<file path="src/rtl/ibex_mem_arbiter.sv">
// ibex_mem_arbiter
//   Shares a single req/gnt/rvalid memory port between the instruction-fetch
//   and data (LSU) interfaces of the core.  A request is forwarded in the
//   same cycle it is selected.  Data has fixed priority over fetch, except
//   when a starvation guard forces a fetch.  An in-order source FIFO steers
//   each bus response back to the host that issued the matching request.
//
// Ports
//   clk_i, rst_ni         clock, synchronous active-low reset
//   instr_*               fetch host: req/addr in, gnt/rvalid/rdata/err out
//   data_*                LSU host: req/we/be/addr/wdata in, gnt/rvalid/rdata/err out
//   bus_*                 shared port: req/we/be/addr/wdata out, gnt/rvalid/rdata/err in
//   protocol_err_o        sticky flag: a response arrived with nothing outstanding
//
// Handshake: a request transfers on a cycle where req=1 and gnt=1 (exactly one
// transfer per such cycle).  A requester holds req and its fields stable until
// gnt.  Responses carry no back-pressure: rvalid is a one-cycle pulse, and
// responses come back in the same order as the grants.

module ibex_mem_arbiter #(
    parameter int unsigned MaxOutstanding = 2,
    parameter int unsigned StarveLimit    = 4
) (
    input  logic        clk_i,
    input  logic        rst_ni,
    input  logic        instr_req_i,
    input  logic [31:0] instr_addr_i,
    output logic        instr_gnt_o,
    output logic        instr_rvalid_o,
    output logic [31:0] instr_rdata_o,
    output logic        instr_err_o,
    input  logic        data_req_i,
    input  logic        data_we_i,
    input  logic [3:0]  data_be_i,
    input  logic [31:0] data_addr_i,
    input  logic [31:0] data_wdata_i,
    output logic        data_gnt_o,
    output logic        data_rvalid_o,
    output logic [31:0] data_rdata_o,
    output logic        data_err_o,
    output logic        bus_req_o,
    output logic        bus_we_o,
    output logic [3:0]  bus_be_o,
    output logic [31:0] bus_addr_o,
    output logic [31:0] bus_wdata_o,
    input  logic        bus_gnt_i,
    input  logic        bus_rvalid_i,
    input  logic [31:0] bus_rdata_i,
    input  logic        bus_err_i,
    output logic        protocol_err_o
);

    localparam int unsigned CntW = $clog2(MaxOutstanding + 1);
    localparam int unsigned PtrW = (MaxOutstanding > 1) ? $clog2(MaxOutstanding) : 1;
    localparam int unsigned StvW = $clog2(StarveLimit + 1);

    // Source FIFO entry: 0 = fetch, 1 = data.
    logic [MaxOutstanding-1:0] src_fifo;
    logic [PtrW-1:0]           wr_ptr;
    logic [PtrW-1:0]           rd_ptr;
    logic [CntW-1:0]           count;
    logic                      lock_q;
    logic                      lock_data_q;
    logic [StvW-1:0]           starve_cnt;
    logic                      protocol_err_q;

    logic sel_valid;
    logic sel_data;
    logic grant;
    logic rsp_valid;
    logic head_data;

    function automatic logic [PtrW-1:0] ptr_inc(input logic [PtrW-1:0] p);
        if (p == PtrW'(MaxOutstanding - 1)) begin
            return '0;
        end
        return p + PtrW'(1);
    endfunction

    // Owner selection.  A stalled request stays locked to its owner so the
    // address presented to the bus never changes underneath a pending grant.
    always_comb begin
        sel_valid = 1'b0;
        sel_data  = 1'b0;
        if (rst_ni) begin
            if (lock_q) begin
                sel_valid = 1'b1;
                sel_data  = lock_data_q;
            end else if (count != CntW'(MaxOutstanding)) begin
                if (data_req_i && !(instr_req_i && starve_cnt == StvW'(StarveLimit))) begin
                    sel_valid = 1'b1;
                    sel_data  = 1'b1;
                end else if (instr_req_i) begin
                    sel_valid = 1'b1;
                end
            end
        end
    end

    assign bus_req_o   = sel_valid;
    assign bus_we_o    = sel_valid & sel_data & data_we_i;
    assign bus_be_o    = !sel_valid ? 4'h0  : (sel_data ? data_be_i    : 4'hF);
    assign bus_addr_o  = !sel_valid ? 32'h0 : (sel_data ? data_addr_i  : instr_addr_i);
    assign bus_wdata_o = (sel_valid && sel_data) ? data_wdata_i : 32'h0;

    assign grant       = sel_valid & bus_gnt_i;
    assign data_gnt_o  = grant & sel_data;
    assign instr_gnt_o = grant & ~sel_data;

    // Responses with nothing outstanding are dropped here and only flagged.
    assign head_data      = src_fifo[rd_ptr];
    assign rsp_valid      = rst_ni & bus_rvalid_i & (count != '0);
    assign instr_rvalid_o = rsp_valid & ~head_data;
    assign data_rvalid_o  = rsp_valid & head_data;
    assign instr_rdata_o  = bus_rdata_i;
    assign data_rdata_o   = bus_rdata_i;
    assign instr_err_o    = bus_err_i;
    assign data_err_o     = bus_err_i;
    assign protocol_err_o = protocol_err_q;

    always_ff @(posedge clk_i) begin
        if (!rst_ni) begin
            src_fifo       <= '0;
            wr_ptr         <= '0;
            rd_ptr         <= '0;
            count          <= '0;
            lock_q         <= 1'b0;
            lock_data_q    <= 1'b0;
            starve_cnt     <= '0;
            protocol_err_q <= 1'b0;
        end else begin
            if (grant) begin
                src_fifo[wr_ptr] <= sel_data;
                wr_ptr           <= ptr_inc(wr_ptr);
            end
            if (rsp_valid) begin
                rd_ptr <= ptr_inc(rd_ptr);
            end
            if (grant && !rsp_valid) begin
                count <= count + CntW'(1);
            end else if (!grant && rsp_valid) begin
                count <= count - CntW'(1);
            end

            if (sel_valid && !bus_gnt_i) begin
                lock_q      <= 1'b1;
                lock_data_q <= sel_data;
            end else begin
                lock_q      <= 1'b0;
            end

            // Counts data grants that overtook a waiting fetch.
            if (!instr_req_i || instr_gnt_o) begin
                starve_cnt <= '0;
            end else if (data_gnt_o && starve_cnt != StvW'(StarveLimit)) begin
                starve_cnt <= starve_cnt + StvW'(1);
            end

            if (bus_rvalid_i && count == '0) begin
                protocol_err_q <= 1'b1;
            end
        end
    end

endmodule
</file>
<file path="config.mk">
export PLATFORM = sky130hd
export DESIGN_NAME = ibex_mem_arbiter
export DESIGN_NICKNAME = d
export VERILOG_FILES = /design/src/rtl/ibex_mem_arbiter.sv
export SDC_FILE = /design/constraint.sdc
export NUM_CORES = 1
export LEC_CHECK = 0
export BUFFER_PORTS_ARGS = -buffer_cell sky130_fd_sc_hd__buf_2
export CAP_MARGIN = 10
export CORE_AREA = 2 2 108 110
export CTS_BUF_LIST = sky130_fd_sc_hd__clkbuf_8 sky130_fd_sc_hd__clkbuf_16
export DETAILED_ROUTE_END_ITERATION = 7
export DIE_AREA = 0 0 110 112
export PLACE_DENSITY = 0.5
export SLEW_MARGIN = 5
export SYNTH_ARGS = -nofsm -noshare
export SYNTH_HDL_FRONTEND = slang
export SYNTH_SLANG_ARGS = --single-unit
</file>
<file path="constraint.sdc">
create_clock -name clk_i -period 2.1 [get_ports clk_i]
set_input_delay 0.21 -clock clk_i [delete_from_list [all_inputs] [get_ports clk_i]]
set_output_delay 0.21 -clock clk_i [all_outputs]
set_load 0.02 [all_outputs]
</file>
==> metrics.csv <==
stage;metric;value;unit
run_status;status;complete, but fails checks;
run_status;failing checks;negative setup slack;
flow_run;max cap viols;0;
timing;period utilization;101.2;%
floorplanning;Initial Utilization;16.31;%
timing;Setup WS post-layout;-25.45;ps
global_routing;pin count of the biggest net entering global routing;44;
timing;Final Critical Period;2125;ps
critical_path;crit-path cells;inv_2 > ha_4 > nand3_2 > o211ai_1 > buf_4 > nor2_4 > buf_6 > buf_16 > nand2_1 > a21oi_2 > buf_4;
floorplanning;CORE AREA;11170;um^2
critical_path;crit-path leading delay family;buffers and inverters;
global_routing;Congestion Overflow GR;0;
timing;Final Skew;1.405;ps
route;DRT Wirelength;8796;um
clock_tree;TritonCTS Buffers;3;
timing;endpoints failing hold;0;
placed_design;Final GP Congestion;0.7815;
layout;final instance area;3373;um^2
critical_path;Crit path largest cell delay;330;ps
route;Vias/cell;4.283;
synthesis;dominant synthesized flop cell;dfxtp_1;
synthesis;register area share after synthesis;13.18;%
synthesis;Yosys reg bits;12;
timing;fmax;470.5;MHz
layout;layout overhead on the synthesized area;85.04;%
clock_tree;CTS Sinks;12;
layout;ant diodes;0;
synthesis;Post-synth EDFFs;0;
route;Remaining DRCs;0;
global_routing;Total Routing Usage GR;11.67;%
floorplanning;DIE AREA;12320;um^2
layout;fill count;1192;
critical_path;CP Capture Type;output pin;
synthesis;instance count of the mapped netlist;291;
synthesis;synth warn;0;
route;per-cell routed wire length;15.74;um
floorplanning;overall die height;112;um
synthesis;top cells by area, synth;buf_4, nand2_1, dfxtp_1;
route;Final ANT Viol Nets;0;
synthesis;asr flop ratio synth;0;%
clock_tree;Clock transition at path regs;40;ps
global_routing;antenna violations before repair;0;
floorplanning;die width;110;um
placed_design;Buffers on Ports;181;
synthesis;synth cell count leaders;nand2_1, buf_4, a21oi_1, and2_1, nor2_1;
power_and_ir_drop;VDD IR max;0.0002239;V
synthesis;Synth Net Count;434;
global_routing;via count of the first global-routing pass;2173;
floorplanning;Placement Rows;39;
synthesis;top cell type's share of synthesized area;27.18;%
timing;RSZ-0062 raised after global routing;true;
synthesis;Avg Inst Size Synth;6.265;um^2
power_and_ir_drop;pwr/cell area;511.0;nW/um^2
critical_path;CP Launch Type;register;
floorplanning;I/O pin count;281;
layout;Layout Cells excl Fill;559;
timing;Fin Setup TNS;-134.3;ps
placed_design;hpwl dp;5910;um
clock_tree;H-tree depth;1;
placed_design;Area after DPL;2434;um^2
route;first drt pass iteration count;4;
clock_tree;Clock Path Buffers;2;
clock_tree;root buf cell;clkbuf_16;
critical_path;slowest CP cell;dfxtp_2;
critical_path;critical path class;register to output pin;
route;via count of the routed design;2394;
power_and_ir_drop;P_leak;1.696;nW
layout;nets@finish;560;
timing;slew margin rel.;72.53;%
clock_tree;Worst-Skew Late Latency;240;ps
synthesis;most common cell in the netlist;nand2_1;
synthesis;count of unique library cells instantiated by Yosys;32;
global_routing;first-pass GRT wire length;11130;um
critical_path;Worst path most repeated cell;buf_4;
timing;final setup vio count;13;
layout;Final Core Density;30.19;%
timing;Final Max Tran Viols;0;
route;drt initial violations;111;
clock_tree;CTS tree;yes;
timing;actual slew at the worst max-slew pin;410.3;ps
hold_path;min-delay worst type;primary input to register;
placed_design;placed insts;538;
layout;share of cells above drive strength 1;67.55;%
synthesis;cell taking the most area after synthesis;buf_4;
critical_path;Worst Path Required;1890;ps
critical_path;CP bufs+invs;5;
critical_path;worst-path maximum fanout;8;
critical_path;R2R Setup Slk;220;ps
placed_design;dpl ws;30.89;ps
synthesis;Post-Syn Area;1823;um^2
critical_path;WP data arrival;1920;ps
-- routing by layer --
| metal | global-route usage, % | vias up | routed length [um] |
|---|---|---|---|
| met1 | 11.74 | 1095 | 3013 |
| li1 | - | 1120 | - |
| met2 | 23.19 | 167 | 4862 |
| met4 | 2.363 | 0 | 79 |
| met3 | 3.162 | 12 | 840 |
| met5 | 0 | - | 0 |
-- per-stage QoR --
| stage | hold WS (ps) | total power [mW] |
|---|---|---|
| final | 185.3 | 1.724 |
| after detailed placement | 420.2 | 0.9943 |
| after floorplan | 294.1 | 0.8743 |
| after CTS | 183.3 | 1.517 |
| after global placement | 420.2 | 0.9856 |
| after global routing | 201.4 | 1.821 |
-- worst register-to-register path, stage by stage (launching register included) --
cell	delay, ps
dfxtp_2	330
inv_2	50
ha_4	150
nand3_2	60
o211ai_1	100
or2_4	280
clkbuf_16	200
or4_1	480
a21oi_1	150
-- cell usage in the layout, fill, tap and decap left out, drive strengths merged --
cell type,Yosys,final
a21boi,1,1
a21o,1,1
a21oi,39,39
a2bb2oi,1,1
a311oi,1,1
a31oi,1,1
and2,38,38
buf,72,199
clkbuf,11,9
dfxtp,12,12
ha,3,3
inv,4,4
mux2i,1,1
nand2,67,67
nand2b,2,2
nand3,1,1
nand4b,1,1
nor2,14,14
nor2b,3,3
o211ai,4,4
o21ai,3,3
o31ai,3,3
or2,2,2
or3,1,1
or4,1,1
xnor2,3,3
xor2,1,1
-- layout make-up --
class | instances | area [um^2] | share of cell area [%]
flip-flops and latches | 12 | 242.7 | 7.196
clock buffers | 4 | 88.84 | 2.634
multi-input cells | 192 | 1290 | 38.24
inverters | 4 | 15.01 | 0.4451
repair buffers | 204 | 1558 | 46.18
well taps | 143 | 178.9 | 5.304
-- where the power goes --
group	switching, mW	total, mW	internal, mW
registers	0.0174	0.267	0.250
logic	0.547	1.06	0.512
clock network	0.110	0.398	0.288
total	0.674	1.72	1.05
-- what timing repair did --
item | CTS | global route
pin swaps | 4 | 29
setup endpoints to repair | 65 | 71
hold buffers | 0 | 0
resized for setup | 47 | 131
cloned | 3 | 5
setup buffers | 8 | 2
-- path summary, 6_finish.rpt --
check,from,endpoint,depth (start not counted)
max,starve_cnt[1],bus_addr_o[19],11
min,bus_gnt_i,lock_q,2
max reg2reg,starve_cnt[1],starve_cnt[0],8
min reg2reg,protocol_err_o,protocol_err_o,2
-- registers in the layout (all words and copies together) (netlist names) --
name / flops
lock_data_q: 1
starve_cnt: 3
count: 2
lock_q: 1
wr_ptr: 1
protocol_err_o: 1
rd_ptr: 1
src_fifo: 2
-- kinds of logic after synthesis --
group / count (synthesis) / synth area share, %
muxes: 1 / 0.5491
xor gates and xnor gates: 4 / 1.922
AOI/OAI and AO/OA: 54 / 16.75
buffers and inverters: 87 / 31.78
DFF: 12 / 13.18
and+or+nand+nor: 130 / 33.77
adders and majority gates: 3 / 2.059
(Power assumes the default switching activity.)
